[src/rtl/alu_arb_pkg.sv]
// Shared definitions for the two-requester ALU arbiter.
//   state_t : arbiter FSM encoding (IDLE, EXEC, DONE)
//   OP_*    : 3-bit ALU operation select codes
package alu_arb_pkg;

    typedef enum logic [1:0] {
        IDLE = 2'd0,
        EXEC = 2'd1,
        DONE = 2'd2
    } state_t;

    localparam logic [2:0] OP_ADD   = 3'b000;
    localparam logic [2:0] OP_SUB   = 3'b001;
    localparam logic [2:0] OP_AND   = 3'b010;
    localparam logic [2:0] OP_OR    = 3'b011;
    localparam logic [2:0] OP_XOR   = 3'b100;
    localparam logic [2:0] OP_PASSA = 3'b101;
    localparam logic [2:0] OP_PASSB = 3'b110;
    localparam logic [2:0] OP_RSVD  = 3'b111;

endpackage

[src/rtl/alu_arbiter_alu.sv]
// 16-bit combinational ALU shared by both requesters.
//   i_op : operation select (OP_* codes)
//   i_a  : operand a
//   i_b  : operand b
//   o_y  : result, arithmetic wraps modulo 2^16
module alu
    import alu_arb_pkg::*;
(
    input  logic [2:0]  i_op,
    input  logic [15:0] i_a,
    input  logic [15:0] i_b,
    output logic [15:0] o_y
);

    logic        w_sub;
    logic [15:0] w_b_sel;
    logic [15:0] w_sum;

    // One adder serves add, sub and the reserved code: subtraction is
    // a + ~b + 1, and the carry/borrow out is simply dropped.
    assign w_sub   = (i_op == OP_SUB);
    assign w_b_sel = w_sub ? ~i_b : i_b;
    assign w_sum   = i_a + w_b_sel + 16'(w_sub);

    always_comb begin
        o_y = w_sum;
        case (i_op)
            OP_AND:   o_y = i_a & i_b;
            OP_OR:    o_y = i_a | i_b;
            OP_XOR:   o_y = i_a ^ i_b;
            OP_PASSA: o_y = i_a;
            OP_PASSB: o_y = i_b;
            default:  o_y = w_sum;
        endcase
    end

endmodule

[src/rtl/alu_arbiter.sv]
// Round-robin arbiter granting one of two requesters access to a shared ALU.
//   clk, rst_n         : clock, asynchronous active-low reset
//   req0/req1          : level requests
//   op0/op1, a0/b0/a1/b1 : per-requester operation and operands
//   gnt0/gnt1          : pulse during EXEC, operands captured
//   done0/done1        : pulse during DONE, result valid
//   result, zero, err  : registered result, result==0, reserved op executed
//   busy               : FSM not in IDLE
//
// state | meaning
// ------+-----------------------------------------------------------
// IDLE  | sample requests; on any request capture winner and go EXEC
// EXEC  | ALU runs on captured operands; gnt of winner high
// DONE  | result/zero/err valid; done of winner high; back to IDLE
module alu_arbiter
    import alu_arb_pkg::*;
#(
    parameter logic PRIO_INIT = 1'b0
) (
    input  logic        clk,
    input  logic        rst_n,
    input  logic        req0,
    input  logic        req1,
    input  logic [2:0]  op0,
    input  logic [2:0]  op1,
    input  logic [15:0] a0,
    input  logic [15:0] b0,
    input  logic [15:0] a1,
    input  logic [15:0] b1,
    output logic        gnt0,
    output logic        gnt1,
    output logic        done0,
    output logic        done1,
    output logic [15:0] result,
    output logic        zero,
    output logic        err,
    output logic        busy
);

    state_t      r_state;
    state_t      w_next;
    logic        r_prio;
    logic        r_win;
    logic [2:0]  r_op;
    logic [15:0] r_a;
    logic [15:0] r_b;
    logic [15:0] r_result;
    logic        r_zero;
    logic        r_err;

    logic        w_win;
    logic        w_capture;
    logic [15:0] w_alu_y;

    // Lone request always wins; on contention r_prio names the winner.
    assign w_win = (req0 && req1) ? r_prio : req1;

    always_ff @(posedge clk or negedge rst_n) begin
        if (!rst_n) begin
            r_state <= IDLE;
        end else begin
            r_state <= w_next;
        end
    end

    always_comb begin
        w_next    = r_state;
        w_capture = 1'b0;
        gnt0      = 1'b0;
        gnt1      = 1'b0;
        done0     = 1'b0;
        done1     = 1'b0;
        case (r_state)
            IDLE: begin
                if (req0 || req1) begin
                    w_capture = 1'b1;
                    w_next    = EXEC;
                end
            end
            EXEC: begin
                gnt0   = ~r_win;
                gnt1   = r_win;
                w_next = DONE;
            end
            DONE: begin
                done0  = ~r_win;
                done1  = r_win;
                w_next = IDLE;
            end
            default: w_next = IDLE;
        endcase
    end

    assign busy = (r_state != IDLE);

    // Operand capture plus round-robin update: the loser of this grant
    // gets priority next time, contention or not.
    always_ff @(posedge clk or negedge rst_n) begin
        if (!rst_n) begin
            r_prio <= PRIO_INIT;
            r_win  <= 1'b0;
            r_op   <= OP_ADD;
            r_a    <= '0;
            r_b    <= '0;
        end else if (w_capture) begin
            r_prio <= ~w_win;
            r_win  <= w_win;
            r_op   <= w_win ? op1 : op0;
            r_a    <= w_win ? a1 : a0;
            r_b    <= w_win ? b1 : b0;
        end
    end

    alu u_alu (
        .i_op (r_op),
        .i_a  (r_a),
        .i_b  (r_b),
        .o_y  (w_alu_y)
    );

    always_ff @(posedge clk or negedge rst_n) begin
        if (!rst_n) begin
            r_result <= '0;
            r_zero   <= 1'b0;
            r_err    <= 1'b0;
        end else if (r_state == EXEC) begin
            r_result <= w_alu_y;
            r_zero   <= (w_alu_y == 16'h0000);
            r_err    <= (r_op == OP_RSVD);
        end
    end

    assign result = r_result;
    assign zero   = r_zero;
    assign err    = r_err;

endmodule

[config.mk]
export PLATFORM = sky130hd
export DESIGN_NAME = alu_arbiter
export DESIGN_NICKNAME = d
export VERILOG_FILES = /design/src/rtl/alu_arb_pkg.sv /design/src/rtl/alu_arbiter_alu.sv /design/src/rtl/alu_arbiter.sv
export SDC_FILE = /design/constraint.sdc
export NUM_CORES = 1
export LEC_CHECK = 0
export CAP_MARGIN = 10
export CORE_MARGIN = 2
export CORE_UTILIZATION = 48
export DETAILED_ROUTE_END_ITERATION = 7
export PLACE_DENSITY = 0.79
export SETUP_SLACK_MARGIN = 0.02
export SLEW_MARGIN = 30
export SYNTH_ARGS = -nofsm -noshare
export SYNTH_HDL_FRONTEND = slang
export SYNTH_HIERARCHICAL = 1
export SYNTH_SLANG_ARGS = --single-unit
[constraint.sdc]
create_clock -name clk -period 3.91 [get_ports clk]
set_clock_uncertainty 0.1 [all_clocks]
set_input_delay 0.782 -clock clk [delete_from_list [all_inputs] [get_ports clk]]
set_output_delay 0.782 -clock clk [all_outputs]
set_load 0.01 [all_outputs]
[Word level (Yosys, flattened, before mapping)]
Cells that the tools add are included.
Cells by class
  bitwise gates (word level): 6
  muxes and demuxes: 14
  reductions and logical operators: 5
  add/sub/neg operators: 2
  equal/unequal tests: 10
Operators with widths (number)
  $pmux 16 s5: 1
  $mux 16: 3
  $add 16x1->16: 1
  $add 16x16->16: 1
  $and 16x16->16: 1
  $logic_not 16->1: 1
  $not 16->16: 1
  $or 16x16->16: 1
  $xor 16x16->16: 1
  $eq 3x3->1 const B: 4
  $mux 1: 7
  $eq 3x2->1 const B: 2
  $pmux 2 s2: 1
  $eq 3x1->1 const B: 1
  $mux 3: 1
  $eq 2x1->1 const B: 1
  $eq 2x2->1 const B: 1
  $logic_not 2->1: 1
  $mux 2: 1
  $ne 2x2->1 const B: 1
  $not 1->1: 2
  $reduce_bool 2->1: 1
  $logic_and 1x1->1: 1
  $logic_or 1x1->1: 1
Storage, ports and cells
  output and inout port bits: 23
  register bits: 57

[Longest topological paths before layout]
Gate-level depths: netlist of the first run.
  depth in word-level cells: 6
  depth in mapped cells: 16
  depth with buffers taken out: 13

[By module]
Netlist of the first run, hierarchy kept.
Modules (own cells, without submodules)
  alu_arbiter: area an instance 2504.9 µm², times used 1, cells each 188
  alu: area an instance 2198.4 µm², times used 1, cells each 308

[Worst setup path after synthesis of the first run]
No wires, ideal clock.
  path type: reg2reg
  from: register r_op[0]
  to: register r_zero, in the netlist zero
  arrival time: 3.851 ns
  buffers on the path: 2
  cell stages (with the launch flop): 16
  data required time: 3.727 ns
  setup slack: -0.123 ns
  cell sequence: dfrtp_1 > buf_2 > nand2b_1 > nor2_1 > buf_2 > xnor2_1 > fa_1 > a21o_1 > a221oi_1 > o21ai_1 > o22ai_1 > nor4_1 > or3_1 > nor4_1 > nand4_1 > o21ai_0
On the way
  cells in the longest elaborated chain, start to end: 6
  elaborated cells between the ends (all ways): 11
Ends and longest elaborated chain
  start, declared: line alu_arbiter.sv:44  | logic [2:0] r_op;
  start signal, assigned: line alu_arbiter.sv:108  | r_op <= w_win ? op1 : op0;
  $eq 3x1->1: line alu_arbiter_alu.sv:21  | assign w_sub = (i_op == OP_SUB);
  $mux 16: line alu_arbiter_alu.sv:22  | assign w_b_sel = w_sub ? ~i_b : i_b;
  $add 16x16->16: line alu_arbiter_alu.sv:23  | assign w_sum = i_a + w_b_sel + 16'(w_sub);
  $add 16x1->16: line alu_arbiter_alu.sv:23
  $pmux 16 s5 (*): line alu_arbiter_alu.sv:27  | case (i_op)
  via w_alu_y[12]: line alu_arbiter.sv:53  | logic [15:0] w_alu_y;
  $logic_not 16->1 (*): line alu_arbiter.sv:128  | r_zero <= (w_alu_y == 16'h0000);
  end signal, assigned: line alu_arbiter.sv:128
  end, declared: line alu_arbiter.sv:48  | logic r_zero;
The timed path passes the listed nets; every way through them passes the cells marked *.
A chain may end at the register's enable or synchronous reset.

[Final worst setup path of the first run]
  from: register r_op[1]
  to: register r_zero, in the netlist zero
The elaborated chain is that of the path after synthesis.

==> flow_metrics.env, run 1 <==
export IMPL_status="completed"
export IMPL_r2r_start="r_op[1]$_DFFE_PN0P_"
export IMPL_avgSynthCellArea_um2=9.482
export IMPL_p_int_mw=3.248
export IMPL_syn_area_mm2=0.004703
export IMPL_yosysUniqueCellTypes=58
export IMPL_fin_setup_tns_ns=0
export IMPL_r2r_cells=13
export IMPL_seq_area_frac_synth_pct=30.33
export IMPL_synth_most_common_cell="dfrtp_1"
export IMPL_path_class="register to register"
export IMPL_hold_viol=0
export IMPL_diodes=0
export IMPL_postCtsResizedCells=0
export IMPL_worst_skew_pair_late_latency_ns=0.34
export IMPL_wl_per_cell_um=18.35
export IMPL_power_frac_seq_pct=19.5
export IMPL_drc=0
export IMPL_rr_endpoint="zero$_DFFE_PN0N_"
export IMPL_drt_pre_antenna_iters=6
export IMPL_postCtsHoldBufs=0
export IMPL_grt_pass1_vias=4232
export IMPL_synth_top_area_cell="dfrtp_1"
export IMPL_start_util_pct=48.79
export IMPL_critPathMaxFanout=32
export IMPL_place_ws_ns=0.1731
export IMPL_antenna_found_initial=0
export IMPL_required_ns=4.05
export IMPL_gr_total_overflow=0
export IMPL_switching_share_pct=48.60
export IMPL_clockBufferDepth=2
export IMPL_arrival_ns=3.77
export IMPL_drv_cap=0
export IMPL_final_max_slew_viol_count=0
export IMPL_grt_pass1_wl_um=21400
export IMPL_yosys_warnings=6
export IMPL_die_height_um=103.0
export IMPL_hold_path_class="input pin to async pin"
export IMPL_syn_nets=618
export IMPL_cts_tree="done"
export IMPL_power_leakage_nw=2.606
export IMPL_place_area_mm2=0.005712
export IMPL_grt_max_degree=45
export IMPL_rsz0062_at_grt="no"
export IMPL_die_w_um=103.0
export IMPL_path_clk_slew_ns=0.07
export IMPL_combPwrFrac_pct=71.1
export IMPL_power_net_switching_mw=3.071
export IMPL_p_clk_share_pct=9.4
export IMPL_finalWorstSetupSlack_ns=0.2808
export IMPL_die_area_mm2=0.01061
export IMPL_worst_pin_slew_ns=0.8940
export IMPL_final_area_mm2=0.005948
export IMPL_syn_inst=496
export IMPL_endpoint_kind="register"
export IMPL_finalCritPeriodShare_pct=92.82
export IMPL_setup_viol=0
export IMPL_rows=36
export IMPL_final_cell_count_no_fill=718
export IMPL_htreeDepth=3
export IMPL_cts_setup_buffers=0
export IMPL_p_per_area_mw_per_mm2=1062
export IMPL_critPathLaunchType="register"
export IMPL_ys_top_cells_by_count="57 x dfrtp_1, 47 x ha_1, 40 x inv_1"
export IMPL_dp_hpwl_um=9945
export IMPL_synth_area_top_cells="dfrtp_1 30%, ha_1 13%, a221o_1 7.9%"
export IMPL_power_total_mw=6.319
export IMPL_routed_wl_um=13180
export IMPL_drt_iter0_drc=387
export IMPL_io_buffers=96
export IMPL_reg2reg_setup_slack_ns=0.28
export IMPL_boundaryPins=97
export IMPL_clkSinkCount=57
export IMPL_vias_per_cell=5.946
export IMPL_slew_headroom_pct=40.40
export IMPL_drtAntennaViolNets=0
export IMPL_syn2layout_area_growth_pct=26.47
export IMPL_numCtsBuffers=9
export IMPL_fmax_mhz=275.5
export IMPL_dp_cells=703
export IMPL_root_buffer="clkbuf_8"
export IMPL_final_min_clock_period_ns=3.629
export IMPL_peakVddDrop_mv=0.4122
export IMPL_synth_top_area_share_pct=30.33
export IMPL_layout_drive_gt1_share_pct=10.77
export IMPL_synth_seq_cells=57
export IMPL_vias=4269
export IMPL_synth_edf_count=0
export IMPL_nets=703
export IMPL_globalplace_congestion=0.9397
export IMPL_ys_flop_type="dfrtp_1"
export IMPL_synthArstFlopShare_pct=100.0
export IMPL_track_usage_pct=26.00
export IMPL_core_mm2=0.009639
[worst max-delay path, cell delays in order (launching register included)]
cell,delay (ns)
dfrtp_1,0.38
buf_4,0.23
or4b_4,0.57
o21ai_0,0.12
fa_1,0.26
a21o_1,0.22
a221oi_2,0.10
o21ai_1,0.30
o22ai_2,0.17
and4_1,0.22
or3_1,0.33
nor4_1,0.26
nand4_1,0.12
o21ai_0,0.15
[placed cells by master (no fill, tap or decap), types with 3 or more instances in the layout]
master / count
a21boi_1: 25
nand2_1: 31
a22oi_1: 5
inv_1: 40
clkdlybuf4s50_1: 95
nand3_1: 5
dfrtp_1: 57
a21boi_0: 10
ha_1: 47
nor2b_1: 6
a21oi_1: 21
nor4_1: 5
xnor2_1: 20
o22ai_1: 7
a221o_1: 37
buf_4: 11
nand2b_1: 11
mux2i_1: 6
o21ai_0: 25
clkbuf_8: 13
or3_1: 3
a222oi_1: 5
and3_1: 3
xor2_1: 7
mux2_2: 22
a211oi_1: 5
a31oi_1: 3
a21o_1: 6
nor2_1: 12
[routing by layer]
| layer | vias to the layer above | GRT usage, % | share of wire (%) | routed length [um] |
|---|---|---|---|---|
| met1 | 2053 | 34.30 | 42 | 5546 |
| li1 | 2001 | - | - | - |
| met2 | 181 | 41.71 | 47 | 6231 |
| met4 | 0 | 10.22 | 3.2 | 425 |
| met3 | 34 | 5.695 | 7.4 | 975 |
| met5 | - | 0 | 0 | 0 |
[final cells by class]
class	count	area (um^2)
fillers	862	3691
inverters	40	150.1
multi-input cells	366	2947
flip-flops and latches	57	1426
clock buffers	13	178.9
well taps	133	166.4
repair buffers	107	1045
clock inverters	2	35.03
[flip-flops by register name, summed over array words and instances, names as in the netlist]
register,flops
result,16
r_a,16
r_win,1
r_state,2
r_b,16
r_prio,1
err,1
r_op,3
zero,1
[metrics by stage]
step	hold WS, ns	utilization, %
3_5_place_dp	0.3766	59.25
4_1_cts	0.3926	61.47
3_3_place_gp	0.3718	59.24
2_1_floorplan	0.3625	-
5_1_grt	0.3884	61.71
6_report	0.3543	61.71
[worst max-delay path by stage]
stage	start	end	depth (start not counted)	slack, ns
2_1_floorplan	r_op[0]$_DFFE_PN0P_	zero$_DFFE_PN0N_	15	0.1
3_3_place_gp	r_op[1]$_DFFE_PN0P_	zero$_DFFE_PN0N_	14	0.27
3_5_place_dp	r_op[1]$_DFFE_PN0P_	zero$_DFFE_PN0N_	14	0.17
4_1_cts	r_op[1]$_DFFE_PN0P_	zero$_DFFE_PN0N_	14	0.14
5_1_grt	r_op[1]$_DFFE_PN0P_	zero$_DFFE_PN0N_	14	0.02
6_report	r_op[1]$_DFFE_PN0P_	zero$_DFFE_PN0N_	13	0.28
[power groups by stage]
stage / registers, mW / logic (mW) / clock network, mW
after floorplan: 1.15 / 3.14 / 0
after global placement: 1.22 / 4.28 / 0
after detailed placement: 1.23 / 4.30 / 0
after CTS: 1.22 / 4.35 / 0.608
after global routing: 1.27 / 4.90 / 0.635
final: 1.23 / 4.49 / 0.597
[cell families after synthesis]
kind of cell | Yosys count | share of synthesized area (%)
buffers and inverters | 73 | 7.502
XOR/XNOR | 27 | 5.028
adder cells (fa/ha/maj) | 48 | 12.93
multiplexers | 30 | 7.263
flip-flops | 57 | 30.33
AO/OA/AOI/OAI | 170 | 27.00
AND/OR/NAND/NOR | 91 | 9.949
Power figures use the tool's default switching activity.
==> run 2, diff against run 1 <==
CTS_BUF_LIST = sky130_fd_sc_hd__clkbuf_16   (was default)
==> flow_metrics.env, run 2 (synthesis gave the netlist of run 1 again) <==
export IMPL_routed_wl_um=13390
export IMPL_fin_setup_tns_ns=0
export IMPL_slew_headroom_pct=39.26
export IMPL_final_cell_count_no_fill=718
export IMPL_drv_cap=0
export IMPL_final_cell_mix="95 x clkdlybuf4s50_1, 57 x dfrtp_1, 47 x ha_1, 40 x inv_1, 37 x a221o_1"
export IMPL_fmax_mhz=271.5
export IMPL_htreeDepth=3
export IMPL_die_w_um=103.0
export IMPL_drt_pre_antenna_iters=7
export IMPL_setup_viol=0
export IMPL_wl_per_cell_um=18.65
export IMPL_antenna_found_initial=0
export IMPL_vias_per_cell=6.001
export IMPL_layout_commonest_cell="clkdlybuf4s50_1"
export IMPL_status="completed"
export IMPL_grt_pass1_wl_um=21420
export IMPL_gr_total_overflow=0
export IMPL_peakVddDrop_mv=0.4577
export IMPL_clockBufferDepth=2
export IMPL_boundaryPins=97
export IMPL_path_class="register to register"
export IMPL_drt_iter0_drc=310
export IMPL_power_total_mw=6.517
export IMPL_arrival_ns=3.82
export IMPL_nets=703
export IMPL_die_height_um=103.0
export IMPL_grt_pass1_vias=4235
export IMPL_track_usage_pct=26.18
export IMPL_critPathLaunchType="register"
export IMPL_numCtsBuffers=9
export IMPL_drc=0
export IMPL_path_clk_slew_ns=0.05
export IMPL_critPathMaxFanout=9
export IMPL_vias=4309
export IMPL_hold_viol=0
export IMPL_required_ns=4.04
export IMPL_io_buffers=96
export IMPL_die_area_mm2=0.01061
export IMPL_r2r_cells=14
export IMPL_hold_path_class="input pin to async pin"
export IMPL_p_per_area_mw_per_mm2=1082
export IMPL_worst_skew_pair_late_latency_ns=0.33
export IMPL_syn2layout_area_growth_pct=28.01
export IMPL_root_buffer="clkbuf_16"
export IMPL_endpoint_kind="register"
export IMPL_finalWorstSetupSlack_ns=0.2274
export IMPL_grt_max_degree=45
export IMPL_clkSinkCount=57
export IMPL_start_util_pct=48.79
export IMPL_core_mm2=0.009639
export IMPL_final_min_clock_period_ns=3.683
export IMPL_place_ws_ns=0.1731
export IMPL_dp_hpwl_um=9945
export IMPL_diodes=0
export IMPL_rsz0062_at_grt="no"
export IMPL_final_util_pct=62.46
export IMPL_seqCellArea_mm2=0.001426
export IMPL_n_fill_cell=843
export IMPL_power_leakage_nw=2.631
export IMPL_drtAntennaViolNets=0
export IMPL_postCtsHoldBufs=0
export IMPL_globalplace_congestion=0.9397
export IMPL_multi_input_comb_area_mm2=0.002958
export IMPL_worst_pin_slew_ns=0.9112
export IMPL_cts_tree="done"
export IMPL_rows=36
export IMPL_final_max_slew_viol_count=0
export IMPL_finalCritPeriodShare_pct=94.18
export IMPL_layout_drive_gt1_share_pct=10.26
export IMPL_dp_cells=703
[run 2: cell count changes in the layout (fill, tap and decap cells not counted), sizes merged]
cell    previous run  this run
clkbuf            13         9
clkinv             1         5
[run 2: worst paths after layout]
check / from / end / slack, ns
min in group clk: err$_DFFE_PN0N_ / err$_DFFE_PN0N_ / 0.38
min reg2reg: err$_DFFE_PN0N_ / err$_DFFE_PN0N_ / 0.38
min: rst_n / result[2]$_DFFE_PN0N_ / 0.36
max reg2reg: r_op[1]$_DFFE_PN0P_ / zero$_DFFE_PN0N_ / 0.23
max: r_op[1]$_DFFE_PN0P_ / zero$_DFFE_PN0N_ / 0.23
max in group asynchronous: rst_n / r_a[10]$_DFFE_PN0P_ / 2.73
[run 2: report_power, final]
group	internal [mW]	switching, mW
clock	0.478	0.265
sequential	0.888	0.352
combinational	2.01	2.52
total	3.38	3.14
[run 2: repair_timing]
| item | 4_1_cts | 5_1_grt |
|---|---|---|
| buffers inserted | 0 | 0 |
| endpoints found under the setup margin | 0 | 1 |
| gates resized for setup | 0 | 6 |
[run 2: area by class of cell]
type / instances / share of cell area (%)
clock inverter: 6 / 0.8313
multi-input combinational: 366 / 49.13
inverter: 40 / 2.494
tap: 133 / 2.764
sequential: 57 / 23.69
clock buffer: 9 / 3.741
timing repair buffer: 107 / 17.35
[run 2: layer usage]
metal  track usage, %  wire length (um)  up-vias
li1                 -                 -     2001
met1            34.18              5632     2082
met2            41.36              6260      187
met3            5.898               936       39
met4            12.15               559        0
met5                0                 0        -
[run 2: worst max-delay path: stages, from the launching register on]
cell and delay, ns:
dfrtp_1 0.37, nand2b_1 0.27, nor2_4 0.18, buf_6 0.18
xnor2_1 0.13, ha_1 0.32, a21o_1 0.24, a221oi_2 0.35
o21ai_1 0.19, o22ai_2 0.23, nor4_1 0.06, or3_1 0.41
nor4_2 0.26, nand4_1 0.14, o21ai_0 0.16
[run 2: stage by stage]
stage                     hold WS, ns  cell area [um^2]
after CTS                      0.3886              5987
after global routing           0.4061              6021
after floorplan                0.3625              4708
after detailed placement       0.3766              5712
after global placement         0.3718              5710
final                          0.3638              6021
